==> src/rtl/bht_write_arbiter.sv <==
`default_nettype none
// ============================================================================
//  Module   : bht_write_arbiter
//  Purpose  : Arbitrates the single BHT write port between ID-stage
//             allocations and EXE-stage counter updates. Allocations always
//             win; updates that cannot be written immediately wait in a small
//             FIFO queue. Each set keeps a 2-bit FIFO victim pointer.
//  Revision : 1.0 - initial release
//
//  Ports
//    CLK, nrst              clock, synchronous active-low reset
//    en, stall              cycle is active when en && !stall
//    alloc_req/set/data     allocation request (written to pointer[set])
//    upd_req/set/way/data   counter update request
//    alloc_way              combinational victim way for alloc_set
//    wr_en/set/way/data     BHT write port (all zero when wr_en=0)
//    q_count                number of queued (valid) updates
//    upd_drop               pulse when an update is discarded
// ============================================================================
module bht_write_arbiter #(
    parameter int QDEPTH = 2,
    parameter int EW     = 22
) (
    input  logic          CLK,
    input  logic          nrst,
    input  logic          en,
    input  logic          stall,
    input  logic          alloc_req,
    input  logic [3:0]    alloc_set,
    input  logic [EW-1:0] alloc_data,
    input  logic          upd_req,
    input  logic [3:0]    upd_set,
    input  logic [1:0]    upd_way,
    input  logic [EW-1:0] upd_data,
    output logic [1:0]    alloc_way,
    output logic          wr_en,
    output logic [3:0]    wr_set,
    output logic [1:0]    wr_way,
    output logic [EW-1:0] wr_data,
    output logic [2:0]    q_count,
    output logic          upd_drop
);

    localparam int IW = $clog2(QDEPTH);

    typedef struct packed {
        logic [3:0]    set;
        logic [1:0]    way;
        logic [EW-1:0] data;
    } ent_t;

    ent_t       q_q [QDEPTH];
    ent_t       q_d [QDEPTH];
    logic [2:0] cnt_q;
    logic [2:0] cnt_d;
    logic [1:0] ptr_q [16];

    logic       active;
    logic [1:0] victim;
    logic       pop;
    logic       bypass;
    logic       killed;
    logic       keep;
    logic [2:0] n;

    assign q_count   = cnt_q;
    assign alloc_way = victim;

    // The queue is kept compacted: valid entries always occupy slots
    // 0..cnt_q-1. Invalidated entries are squeezed out in the same cycle,
    // so an invalid head can never reach the write port.
    always_comb begin
        active   = nrst && en && !stall;
        victim   = ptr_q[alloc_set];
        wr_en    = 1'b0;
        wr_set   = '0;
        wr_way   = '0;
        wr_data  = '0;
        upd_drop = 1'b0;
        pop      = 1'b0;
        bypass   = 1'b0;
        killed   = 1'b0;
        keep     = 1'b0;
        n        = '0;
        cnt_d    = cnt_q;
        for (int i = 0; i < QDEPTH; i++) begin
            q_d[i] = q_q[i];
        end

        if (active) begin
            if (alloc_req) begin
                wr_en   = 1'b1;
                wr_set  = alloc_set;
                wr_way  = victim;
                wr_data = alloc_data;
            end else if (cnt_q != 3'd0) begin
                wr_en   = 1'b1;
                wr_set  = q_q[0].set;
                wr_way  = q_q[0].way;
                wr_data = q_q[0].data;
                pop     = 1'b1;
            end else if (upd_req) begin
                wr_en   = 1'b1;
                wr_set  = upd_set;
                wr_way  = upd_way;
                wr_data = upd_data;
                bypass  = 1'b1;
            end

            // Rebuild the queue: drop the popped head and any entry that the
            // allocation is about to overwrite (its update is now stale).
            for (int i = 0; i < QDEPTH; i++) begin
                keep = (i < int'(cnt_q)) && !(pop && (i == 0));
                if (keep && alloc_req && (q_q[i].set == alloc_set) &&
                    (q_q[i].way == victim)) begin
                    keep   = 1'b0;
                    killed = 1'b1;
                end
                if (keep) begin
                    q_d[n[IW-1:0]] = q_q[i];
                    n              = n + 3'd1;
                end
            end

            if (upd_req && !bypass) begin
                if (alloc_req && (upd_set == alloc_set) && (upd_way == victim)) begin
                    upd_drop = 1'b1;
                end else if (n < 3'(QDEPTH)) begin
                    q_d[n[IW-1:0]] = '{set: upd_set, way: upd_way, data: upd_data};
                    n              = n + 3'd1;
                end else begin
                    upd_drop = 1'b1;
                end
            end

            if (killed) begin
                upd_drop = 1'b1;
            end
            cnt_d = n;
        end
    end

    always_ff @(posedge CLK) begin
        if (!nrst) begin
            cnt_q <= '0;
            for (int i = 0; i < 16; i++) begin
                ptr_q[i] <= '0;
            end
            for (int i = 0; i < QDEPTH; i++) begin
                q_q[i] <= '0;
            end
        end else begin
            cnt_q <= cnt_d;
            for (int i = 0; i < QDEPTH; i++) begin
                q_q[i] <= q_d[i];
            end
            if (active && alloc_req) begin
                ptr_q[alloc_set] <= victim + 2'd1;
            end
        end
    end

endmodule
`default_nettype wire

==> config.mk <==
export PLATFORM = sky130hd
export DESIGN_NAME = bht_write_arbiter
export DESIGN_NICKNAME = d
export VERILOG_FILES = /design/src/rtl/bht_write_arbiter.sv
export SDC_FILE = /design/constraint.sdc
export NUM_CORES = 1
export LEC_CHECK = 0
export BUFFER_PORTS_ARGS = -buffer_cell sky130_fd_sc_hd__buf_2
export CAP_MARGIN = 10
export CORE_MARGIN = 1
export CORE_UTILIZATION = 56
export DETAILED_ROUTE_END_ITERATION = 7
export GPL_TIMING_DRIVEN = 1
export PLACE_DENSITY_LB_ADDON = 0.1
export RECOVER_POWER = 50
export SKIP_LAST_GASP = 1
export SLEW_MARGIN = 5
export SYNTH_ARGS = -nofsm -noshare
export SYNTH_HDL_FRONTEND = slang
export SYNTH_SLANG_ARGS = --single-unit
==> constraint.sdc <==
create_clock -name CLK -period 4.1 [get_ports CLK]
set_input_delay 0.205 -clock CLK [delete_from_list [all_inputs] [get_ports CLK]]
set_output_delay 0.205 -clock CLK [all_outputs]
set_load 0.02 [all_outputs]
==> flow_summary.json <==
{
  "status": "completed",
  "synthTopCellsByArea": "dfxtp_1 24%, edfxtp_1 19%, mux2i_1 6.2%",
  "nNetsFinal": 703,
  "async_flop_share": 0,
  "p_int_mw": 1.31,
  "synth.cell_area_mm2": 0.00502,
  "die_x_um": 96.7,
  "relSlewSlack": 0.0324,
  "worstMarginPinSlew_ns": 1.45,
  "seqPwrFrac": 0.522,
  "setup-violations-final": 0,
  "cts_tree": "done",
  "holdCritPathClass": "in -> reg",
  "core_mm2": 0.00872,
  "gp_congestion": 0.885,
  "end_kind": "register",
  "synth_top_area_cell": "dfxtp_1",
  "dp_hpwl_mm": 8.27,
  "worstPathArrival_ns": 4.14,
  "grt_pass1_wl_mm": 20.2,
  "power_switching_share": 0.291,
  "setup_tns_ns": 0,
  "ys.flop_type": "dfxtp_1",
  "drtAntennaViolNets": 0,
  "postCtsHoldBufs": 0,
  "numClockSinks": 91,
  "hold_violations": 0,
  "p_switching_uw": 539,
  "clkLatencyLatePin_ns": 0.36,
  "root_buffer": "clkbuf_8",
  "fin_crit_sh": 0.936,
  "diodes": 0,
  "required_ns": 4.40,
  "synth_fp_nets": 625,
  "layout-drive-gt1-share": 0.201,
  "die_area_mm2": 0.00936,
  "holdWs_ns": 0.0949,
  "period_minus_slack_ns": 3.84,
  "drc_errors": 0,
  "maxCapViolCount": 0,
  "rsz0062_at_grt": "false",
  "synth.top_cell.area_share": 0.235,
  "grt_max_degree": 61,
  "port_buffers": 94,
  "final_max_slew_viol_count": 0,
  "first_pass_iters": 5,
  "cts.htree.levels": 3,
  "synth-seq-cells": 91,
  "via_per_inst": 5.81,
  "initial_core_util": 0.576,
  "routedWlPerCell_um": 16.1,
  "p_clk_frac": 0.313,
  "ys_warn_count": 0,
  "syn_inst": 563,
  "comb_power_share": 0.164,
  "fp-row-count": 34,
  "critPathKind": "reg -> reg",
  "synth_area_per_cell_um2": 8.93,
  "critPathLaunchType": "register",
  "cts_buffer_depth": 2,
  "antenna_found_initial": 0,
  "routed_wl_mm": 12.2,
  "clk_pin_slew_worst_paths_ns": 0.10,
  "cts_resized": 0,
  "timing.fmax_mhz": 261,
  "drtIter0Drc": 213,
  "first_global_vias": 4254,
  "overflow": 0,
  "worst_clock_skew_ns": 0.0144,
  "synth_edf_count": 32,
  "die_h_um": 96.7,
  "io_pins": 95,
  "power_density_mw_per_mm2": 325,
  "postCtsSetupBuffers": 0,
  "cts-buffers-inserted": 9,
  "ys_types": 43,
  "vias": 4377,
  "grt_usage": 0.268,
  "cp_max_fo": 23,
  "leakage_nw": 2.05,
  "area_delta_synth_final_pct": 13.2,
  "synth_commonest_cells": "72 x nor2_1, 61 x nand2_1, 59 x dfxtp_1",
  "ir_drop_mv": 0.210,
  "synthMostInstantiatedCell": "nor2_1",
  "seq_area_frac_synth": 0.426
}
-- cells in the final DEF (no fill, tap or decap), types with 3 or more instances in the layout --
cell type  instances
o21ai_0            4
xnor2_1           10
edfxtp_1          32
xor2_1             9
nand3_1           31
nor3_1             5
buf_2             65
and3_1             4
nor2_2            20
nor2b_1           32
clkbuf_8          10
clkbuf_1          32
a21oi_1           55
buf_4             12
inv_1             31
dfxtp_1           59
a221o_1           28
mux2i_1           32
a211oi_1           3
mux4_2             9
nand2_1           61
nor2_1            72
-- path summary, 6_finish.rpt --
path | start | end | slack [ns] | depth (start not counted)
worst max-delay path | ptr_q[13][0] | q_q[0][23] | 0.26 | 12
worst min-delay path | upd_data[14] | q_q[0][14] | 0.09 | 2
worst max register to register | ptr_q[13][0] | q_q[0][23] | 0.26 | 12
worst min register to register | q_q[0][17] | q_q[0][17] | 0.49 | 1
-- worst max-delay path, cell delays in order, from the launching register on --
cell      delay (ns)
edfxtp_1        0.42
mux4_2          0.47
mux4_2          0.54
xnor2_1         0.15
or4_1           0.50
o22ai_2         0.18
ha_1            0.22
inv_1           0.06
o211a_1         0.13
or4b_1          0.66
buf_12          0.25
nor2_2          0.10
a221o_1         0.11
-- sequential cells by signal (all words and copies together) (netlist names) --
signal   count
q_count      3
ptr_q       32
q_q         56
-- stage by stage --
stage | power [mW] | worst slack (ns) | area, um2 | cells | util
after floorplan | 1.19 | 0.597 | 5020 | 563 | -
after global placement | 1.28 | 0.313 | 5560 | 738 | 0.637
after detailed placement | 1.29 | 0.194 | 5560 | 738 | 0.637
after CTS | 1.86 | 0.279 | 5740 | 754 | 0.658
after global routing | 1.92 | 0.154 | 5690 | 754 | 0.652
final | 1.85 | 0.262 | 5690 | 754 | 0.652
-- metal layers --
metal | vias up | track usage | routed length, um
met5 | - | 0 | 0
met4 | 0 | 0.113 | 238
met3 | 23 | 0.0434 | 636
met2 | 145 | 0.452 | 6000
met1 | 2095 | 0.342 | 5300
li1 | 2114 | - | -
-- kinds of logic (layout without fill, tap and decap cells) --
family / count (synthesis) / in the layout / share of synthesized area
AO/OA/AOI/OAI: 101 / 101 / 0.140
adder cells (fa/ha/maj): 2 / 2 / 0.00498
AND/OR/NAND/NOR: 233 / 233 / 0.219
multiplexers: 42 / 42 / 0.107
XOR/XNOR: 19 / 19 / 0.0331
flip-flops: 91 / 91 / 0.426
buffers and inverters: 75 / 158 / 0.0692
-- final cells by class --
| cell class | count | area (um2) |
|---|---|---|
| multi-input combinational | 397 | 2540 |
| timing repair buffer | 111 | 576 |
| inverter | 31 | 116 |
| clock buffer | 10 | 138 |
| tap | 108 | 135 |
| sequential | 91 | 2140 |
| clock inverter | 6 | 46.3 |
| fill | 782 | 3030 |
-- power by group through the flow --
| stage | combinational, mW | clock [mW] | sequential, mW |
|---|---|---|---|
| floorplan | 0.203 | 0 | 0.983 |
| global placement | 0.298 | 0 | 0.986 |
| detailed placement | 0.306 | 0 | 0.986 |
| CTS | 0.308 | 0.585 | 0.965 |
| global route | 0.330 | 0.624 | 0.968 |
| finish | 0.303 | 0.579 | 0.966 |
Note: power is estimated with default switching activity, not from simulation.
